===== src/rtl/core_pkg.sv =====
// core_pkg: shared funct3 encodings, mem/wb FSM states and byte-enable constants
package core_pkg;
  localparam logic [2:0] F3_B  = 3'b000;
  localparam logic [2:0] F3_H  = 3'b001;
  localparam logic [2:0] F3_W  = 3'b010;
  localparam logic [2:0] F3_BU = 3'b100;
  localparam logic [2:0] F3_HU = 3'b101;
  localparam logic [3:0] BE_B  = 4'b0001;
  localparam logic [3:0] BE_H  = 4'b0011;
  localparam logic [3:0] BE_W  = 4'b1111;
  typedef enum logic {IDLE, ACCESS} state_t;
endpackage


===== src/rtl/load_align.sv =====
// load_align: selects the load lane from a bus word and sign/zero-extends it
module load_align
  import core_pkg::*;
(
  input  logic [31:0] rdata,
  input  logic [1:0]  a,
  input  logic [2:0]  funct3,
  output logic [31:0] data
);
  logic [31:0] bs;
  logic [31:0] hs;
  // halfword lane follows a[1] only; byte lane follows a[1:0]
  always_comb begin
    bs = rdata >> {a, 3'b000};
    hs = rdata >> {a[1], 4'b0000};
    data = funct3 == F3_B  ? {{24{bs[7]}}, bs[7:0]} :
           funct3 == F3_BU ? {24'b0, bs[7:0]} :
           funct3 == F3_H  ? {{16{hs[15]}}, hs[15:0]} :
           funct3 == F3_HU ? {16'b0, hs[15:0]} : rdata;
  end
endmodule


===== src/rtl/mem_wb_stage.sv =====
// mem_wb_stage: RV32I memory/writeback stage; MEM_MISALIGN_TRAP_EN adds a misalign trap output
module mem_wb_stage
  import core_pkg::*;
#(
  parameter int XLEN   = 32,
  parameter int ADDR_W = 32
) (
  input  logic              cpu_clk,
  input  logic              rst,
  input  logic              ex_valid,
  input  logic [4:0]        ex_rd,
  input  logic [XLEN-1:0]   ex_alu,
  input  logic [XLEN-1:0]   ex_store_data,
  input  logic              ex_mem_rd,
  input  logic              ex_mem_wr,
  input  logic [2:0]        ex_funct3,
  input  logic              ex_reg_wr,
  output logic              mem_req,
  output logic              mem_we,
  output logic [ADDR_W-1:0] mem_addr,
  output logic [3:0]        mem_be,
  output logic [XLEN-1:0]   mem_wdata,
  input  logic [XLEN-1:0]   mem_rdata,
  input  logic              mem_ack,
  output logic              stall,
  output logic [XLEN-1:0]   wb,
  output logic [4:0]        rd,
`ifdef MEM_MISALIGN_TRAP_EN
  output logic              misalign,
`endif
  output logic              wb_sig
);
  state_t            state_q;
  logic              consumed_q, req_q, we_q, wbs_q, regwr_q;
  logic [ADDR_W-1:0] addr_q;
  logic [3:0]        be_q, be_d;
  logic [XLEN-1:0]   wdata_q, wdata_d, wb_q, ld;
  logic [4:0]        rd_q, rdl_q;
  logic [2:0]        f3_q;
  logic [1:0]        a_q;
  logic              accept, memop, mis, go;
`ifdef MEM_MISALIGN_TRAP_EN
  logic              mis_q;
  assign misalign = mis_q;
  assign mis = (ex_funct3[1:0] == 2'b01 && ex_alu[0]) || (ex_funct3[1:0] == 2'b10 && ex_alu[1:0] != 2'b00);
`else
  assign mis = 1'b0;
`endif
  assign mem_req   = req_q;
  assign mem_we    = we_q;
  assign mem_addr  = addr_q;
  assign mem_be    = be_q;
  assign mem_wdata = wdata_q;
  assign wb        = wb_q;
  assign rd        = rd_q;
  assign wb_sig    = wbs_q;
  load_align u_align (.rdata(mem_rdata), .a(a_q), .funct3(f3_q), .data(ld));
  // acceptance, stall and store lane placement for the instruction on the ex_* inputs
  always_comb begin
    accept  = state_q == IDLE && ex_valid && !consumed_q;
    memop   = ex_mem_rd || ex_mem_wr;
    go      = accept && memop && !mis;
    stall   = !rst && (state_q == ACCESS ? !mem_ack : go);
    be_d    = ex_funct3[1:0] == 2'b00 ? BE_B << ex_alu[1:0] :
              ex_funct3[1:0] == 2'b01 ? BE_H << {ex_alu[1], 1'b0} : BE_W;
    wdata_d = ex_funct3[1:0] == 2'b00 ? {4{ex_store_data[7:0]}} :
              ex_funct3[1:0] == 2'b01 ? {2{ex_store_data[15:0]}} : ex_store_data;
  end
  // IDLE/ACCESS sequencing; bus outputs stay frozen while ACCESS waits for the ack
  always_ff @(posedge cpu_clk) begin
    if (rst) begin
      state_q    <= IDLE;
      consumed_q <= 1'b0;
      req_q      <= 1'b0;
      we_q       <= 1'b0;
      addr_q     <= '0;
      be_q       <= '0;
      wdata_q    <= '0;
      wb_q       <= '0;
      rd_q       <= '0;
      wbs_q      <= 1'b0;
      rdl_q      <= '0;
      f3_q       <= '0;
      a_q        <= '0;
      regwr_q    <= 1'b0;
`ifdef MEM_MISALIGN_TRAP_EN
      mis_q      <= 1'b0;
`endif
    end else begin
      consumed_q <= 1'b0;
      wbs_q      <= 1'b0;
`ifdef MEM_MISALIGN_TRAP_EN
      mis_q      <= accept && memop && mis;
`endif
      if (state_q == IDLE) begin
        if (accept && !memop) begin
          wb_q  <= ex_alu;
          rd_q  <= ex_rd;
          wbs_q <= ex_reg_wr;
        end else if (go) begin
          state_q <= ACCESS;
          req_q   <= 1'b1;
          we_q    <= ex_mem_wr && !ex_mem_rd;
          addr_q  <= {ex_alu[ADDR_W-1:2], 2'b00};
          be_q    <= be_d;
          wdata_q <= wdata_d;
          rdl_q   <= ex_rd;
          f3_q    <= ex_funct3;
          a_q     <= ex_alu[1:0];
          regwr_q <= ex_reg_wr;
        end
      end else if (mem_ack) begin
        state_q    <= IDLE;
        req_q      <= 1'b0;
        consumed_q <= 1'b1;
        if (!we_q) begin
          wb_q  <= ld;
          rd_q  <= rdl_q;
          wbs_q <= regwr_q && rdl_q != 5'd0;
        end
      end
    end
  end
endmodule


===== config.mk =====
export PLATFORM = sky130hd
export DESIGN_NAME = mem_wb_stage
export DESIGN_NICKNAME = d
export VERILOG_FILES = /design/src/rtl/core_pkg.sv /design/src/rtl/load_align.sv /design/src/rtl/mem_wb_stage.sv
export SDC_FILE = /design/constraint.sdc
export NUM_CORES = 1
export LEC_CHECK = 0
export CORE_MARGIN = 2
export CORE_UTILIZATION = 35
export CTS_CLUSTER_DIAMETER = 200
export CTS_CLUSTER_SIZE = 28
export DETAILED_ROUTE_END_ITERATION = 7
export PLACE_DENSITY = 0.69
export SKIP_LAST_GASP = 1
export SLEW_MARGIN = 20
export SYNTH_ARGS = -nofsm -noshare
export SYNTH_HDL_FRONTEND = slang
export SYNTH_SLANG_ARGS = --single-unit

===== constraint.sdc =====
create_clock -name cpu_clk -period 2.25 [get_ports cpu_clk]
set_input_delay 0.225 -clock cpu_clk [delete_from_list [all_inputs] [get_ports cpu_clk]]
set_output_delay 0.225 -clock cpu_clk [all_outputs]
set_load 0.02 [all_outputs]

==> impl_metrics.ini, run 1 <==
[power_and_ir_drop]
switching_power_w = 0.00177
p_seq_share_pct = 37.5
power.static_leakage_nw = 3.21
pwr-share-comb_pct = 22.4
pwr_density_cell_nw_per_um2 = 724
p_int_w = 0.00451
p_total_w = 0.00628
pwr-share-clk_pct = 40.2
netSwitchingFraction_pct = 28.2
ir_worst_vdd_uv = 516

[floorplanning]
io_pins = 220
row_count = 46
coreArea_sq_um = 15800
start_util_pct = 35.8
dieArea_sq_um = 17200
die_w_um = 131
die_h_um = 131

[layout]
multi_input_area_sq_um = 2940
fin_nets = 1001
regArea_sq_um = 2380
drive_gt1_share_pct = 9.43
area_growth_pct = 53.1
post-route-util_pct = 54.8
num-fill-cells = 1535
final_common_cell = clkdlybuf4s50_1
final_cell_mix = clkdlybuf4s50_1 (216), nand2_1 (144), dfxtp_1 (119)
diodes = 0
design_area_sq_um = 8670

[grt]
grt_use_met1_pct = 29.4
met2_usage_pct = 34.2
grt_max_degree = 50
grtUsageTotal_pct = 21.9
grt_overflow_total = 0
grt_pass1_wl_um = 30300
antenna_found_initial = 0
grtUsageMet3_pct = 5.52
gr-max-usage-layer = met2
grt_pass1_vias = 5493

[worst_setup_path]
crit_required_ns = 2.03
crit_fanout = 5
crit_arrival_ns = 1.90
worstPathCellList = nor3b_4 -> o21ai_4 -> a21oi_1 -> clkdlybuf4s50_1
cp-end-kind = output port
path_delay_family = buffers and inverters
cp_slowest_stage_delay_ns = 0.62
path_buf_inv = 1
crit_slowest_cell = clkdlybuf4s50_1
start_kind = register
worstSetupPathType = register to output port

[placed_design]
io_buffers = 217
placed_area_sq_um = 8130
gp_congestion = 0.905
hpwl_um = 14000

[sta]
max_freq_ghz = 0.471
final_period_minus_worst_setup_slack_ns = 2.12
fin_tns_setup_ns = 0
rsz0062_at_grt = false
fin_crit_sh_pct = 94.3
finClkSkew_ns = 0.00776
hold_viol = 0
worstMarginPinSlew_ns = 0.632
setup_viol = 0
slew_viol_final = 0
max_slew_margin_pct = 56.8

[drt]
wire_per_inst_um = 17.3
drc = 0
drt-pass1-iter-count = 5
routed_wl_um = 19300
viasPerCell = 5.15
vias = 5747
ant_nets = 0
drtIter0Drc = 310

[run]
cap_violations = 0

[synthesis]
netlist_instances = 676
synth_cell_types = 51
ys_warn_count = 0
synth_seq_cells = 119
synth_area_leader_cell = dfxtp_1
ys_seq_area_share_pct = 42.1
synth_edf_count = 0
netlist_area_sq_um = 5660
yosys-top-cells-area = dfxtp_1 (42%), nand2_1 (9.5%), mux2i_1 (8.5%)
syn_area_per_cell_sq_um = 8.38
ys.flop_type = dfxtp_1
ys_async_sr_fraction_pct = 0
yosysTopAreaCellShare_pct = 42.1

[clocking]
clkLatencyLatePin_ns = 0.41
cts_max_level = 4
path_clk_slew_ns = 0.05
hold_buffers = 0
clockBufferDepth = 2
cts_tree = built
cts-root-buf = clkbuf_16
clock-sinks = 119
cts_inserted_buffers = 17

[status]
outcome = completed

[worst_hold_path]
hold_class = primary input to register
[per-layer routing]
layer	vias up	routed length (um)
li1	2867	-
met3	29	1230
met4	0	448
met2	190	8820
met1	2661	8770
met5	-	0
[worst reg2reg max path, delay by kind of cell (launching register included)]
kind	cells	cell delay, ns
buf+inv	3	0.87
compound gates	2	0.68
flops	1	0.44
[logic make-up after synthesis]
family | count (synthesis) | synth area share [%]
multiplexers | 50 | 9.08
other | 1 | 0.0662
buffers and inverters | 75 | 6.27
flip-flops | 119 | 42.1
AND/OR/NAND/NOR | 226 | 16.9
AO/OA/AOI/OAI | 205 | 25.6
[cell usage after synthesis, types with 2 or more instances]
cell type	instances
a22oi_1	24
o21ai_0	20
mux2i_1	48
a221oi_1	15
nand3b_1	4
inv_1	12
nor2_1	46
clkbuf_1	34
buf_2	14
a21oi_1	68
o211ai_1	15
nor3_1	13
o41ai_1	2
o311ai_0	3
nand2_1	144
a211oi_2	2
nor2b_1	4
a2111oi_0	3
buf_6	2
nor4_1	3
a32o_1	12
nand2b_1	2
a22o_1	3
buf_4	11
dfxtp_1	119
a211oi_1	17
a311oi_1	10
a211o_1	3
[flip-flops by register name (all words and copies together), names as in the netlist, 2 cells and up]
signal     count
rdl_q          5
a_q            2
mem_addr      30
mem_be         4
rd             5
wb            32
mem_wdata     32
f3_q           3
[per-stage QoR]
stage	instances	hold slack, ns	setup WS [ns]
CTS	1117	0.336	0.0325
floorplan	677	0.322	0.471
global placement	1087	0.442	0.0330
global route	1117	0.370	0.00205
detailed placement	1087	0.445	0.0348
finish	1117	0.352	0.129
[final timing paths]
| kind | startpoint | endpoint | slack (ns) | cells past startpoint |
|---|---|---|---|---|
| worst min register to register | mem_addr[11] | mem_addr[11] | 0.45 | 2 |
| worst max-delay path | state_q | stall | 0.13 | 4 |
| worst max register to register | state_q | wb[7] | 0.14 | 5 |
| worst min-delay path | rst | consumed_q | 0.35 | 3 |
[area by class of cell]
class	count	share of cell area, %
sequential	119	27.5
multi-input combinational	483	33.9
clock buffer	20	5.38
clock inverter	10	0.923
inverter	14	0.606
tap	216	3.12
timing repair buffer	255	28.6
[timing repair]
| action | in CTS | in global routing |
|---|---|---|
| endpoints found under the setup margin | 0 | 1 |
| endpoints found under the hold margin | 0 | 0 |
| resized for setup | 0 | 1 |
| setup buffers | 0 | 0 |
[power by group through the flow]
stage | Sequential, W | Combinational, W | Clock [W]
5_1_grt | 0.00237 | 0.00151 | 0.00266
3_5_place_dp | 0.00239 | 0.00140 | 0
2_1_floorplan | 0.00255 | 0.000562 | 0
6_report | 0.00235 | 0.00140 | 0.00252
4_1_cts | 0.00235 | 0.00141 | 0.00257
3_3_place_gp | 0.00239 | 0.00140 | 0
(Power assumes the default switching activity.)
==> run 2: changes to the inputs <==
--- a/config.mk
+++ b/config.mk
@@ -6,11 +6,11 @@
 export NUM_CORES = 1
 export LEC_CHECK = 0
 export CORE_MARGIN = 2
-export CORE_UTILIZATION = 35
+export CORE_UTILIZATION = 28
 export CTS_CLUSTER_DIAMETER = 200
 export CTS_CLUSTER_SIZE = 28
 export DETAILED_ROUTE_END_ITERATION = 7
-export PLACE_DENSITY = 0.69
+export PLACE_DENSITY = 0.58
 export SKIP_LAST_GASP = 1
 export SLEW_MARGIN = 20
 export SYNTH_ARGS = -nofsm -noshare
==> impl_metrics.ini, run 2 (synthesis results as in run 1) <==
[status]
outcome = completed

[drt]
ant_nets = 0
vias = 5711
routed_wl_um = 20100
drt-pass1-iter-count = 5
viasPerCell = 4.91
drtIter0Drc = 286
drc = 0
wire_per_inst_um = 17.3

[power_and_ir_drop]
pwr-share-comb_pct = 22.0
pwr_density_cell_nw_per_um2 = 730
p_seq_share_pct = 36.9
pwr-share-clk_pct = 41.0
p_int_w = 0.00460
netSwitchingFraction_pct = 27.7
ir_worst_vdd_uv = 509
power.static_leakage_nw = 3.19
switching_power_w = 0.00176

[worst_setup_path]
start_kind = register
worstSetupPathType = register to register
crit_slowest_cell = a2111oi_1
worstPathCellList = buf_4 -> clkinvlp_4 -> a2111oi_1 -> buf_4 -> o41ai_1
cpMostUsedCell = buf_4
reg2regPathDepth = 5
r2r_slack_ns = 0.22
cp-end-kind = register
crit_fanout = 22
crit_required_ns = 2.54
cp_slowest_stage_delay_ns = 0.49
r2r_end = wb[7]
reg2reg_from = state_q
crit_arrival_ns = 2.32

[grt]
antenna_found_initial = 0
grt_max_degree = 66
grt_pass1_wl_um = 31700
grt_overflow_total = 0
grtUsageTotal_pct = 18.8
grt_pass1_vias = 5438

[floorplanning]
die_h_um = 146
coreArea_sq_um = 20000
io_pins = 220
row_count = 52
dieArea_sq_um = 21400
start_util_pct = 28.3
die_w_um = 146

[sta]
slew_viol_final = 0
worstMarginPinSlew_ns = 0.602
hold_viol = 0
fin_crit_sh_pct = 90.1
max_freq_ghz = 0.493
setup_viol = 0
fin_tns_setup_ns = 0
finClkSkew_ns = 0.00792
timing.final.ws_setup_ns = 0.224
final_period_minus_worst_setup_slack_ns = 2.03
max_slew_margin_pct = 59.9
rsz0062_at_grt = false

[layout]
drive_gt1_share_pct = 8.30
final_cell_mix = clkdlybuf4s50_1 (215), nand2_1 (144), dfxtp_1 (119)
final_common_cell = clkdlybuf4s50_1
fin_nets = 993
post-route-util_pct = 43.5
diodes = 0
area_growth_pct = 53.8
stdcell_count = 1162

[clocking]
path_clk_slew_ns = 0.05
cts_setup_buffers = 0
hold_buffers = 0
cts_tree = built
cts-root-buf = clkbuf_16
clkLatencyLatePin_ns = 0.42
cts_max_level = 4
cts_inserted_buffers = 17
clock-sinks = 119
cts-resized-gates = 0
clockBufferDepth = 2

[run]
cap_violations = 0

[placed_design]
dpl_worst_slack_ns = -0.0818
hpwl_um = 14500
io_buffers = 217
gp_congestion = 0.819
dp_cells = 1133

[worst_hold_path]
hold_class = primary input to register
hp-start = ex_funct3[2]
min_delay_path_depth = 3
holdPathEnd = f3_q[2]
## run 2: stage by stage
step	hold WS (ns)	cell area, sq um	total power [W]
6_report	0.362	8710	0.00636
5_1_grt	0.361	8710	0.00666
3_5_place_dp	0.447	8150	0.00380
3_3_place_gp	0.442	8150	0.00380
4_1_cts	0.339	8710	0.00644
2_1_floorplan	0.322	5670	0.00311
## run 2: critical path, delay by kind of cell, from the launching register on
family | cells | cell delay, ns
buf+inv | 3 | 0.88
compound gates | 2 | 0.55
flops | 1 | 0.47
## run 2: power by group through the flow
| stage | Combinational [W] | Sequential, W | Clock [W] |
|---|---|---|---|
| floorplan | 0.000562 | 0.00255 | 0 |
| detailed placement | 0.00141 | 0.00239 | 0 |
| finish | 0.00140 | 0.00235 | 0.00261 |
| global placement | 0.00140 | 0.00239 | 0 |
| CTS | 0.00141 | 0.00235 | 0.00267 |
| global route | 0.00151 | 0.00237 | 0.00278 |
## run 2: worst max-delay path by stage
| stage | startpoint | endpoint | slack, ns | cells after the start |
|---|---|---|---|---|
| floorplan | state_q | stall | 0.47 | 5 |
| global placement | ex_mem_wr | wb[20] | -0.02 | 5 |
| detailed placement | ex_mem_wr | wb[29] | -0.08 | 5 |
| CTS | state_q | stall | 0.001 | 4 |
| global route | state_q | wb[7] | 0.08 | 5 |
| finish | state_q | wb[7] | 0.22 | 5 |
## run 2: metal layers
layer,part of all wire (%),vias to the layer above,track usage (%)
li1,-,2851,-
met1,47,2677,25.5
met2,46,159,29.2
met3,5.2,24,4.34
met4,2.1,0,6.89
met5,0,-,0
## run 2: area by class of cell
cell class              instances  area, sq um
clock buffers                  26          519
clock inverters                 3         40.0
fillers                      2095        11300
inverters                      14         56.3
multi-input cells             483         2940
flip-flops and latches        119         2380
well taps                     270          338
repair buffers                247         2430
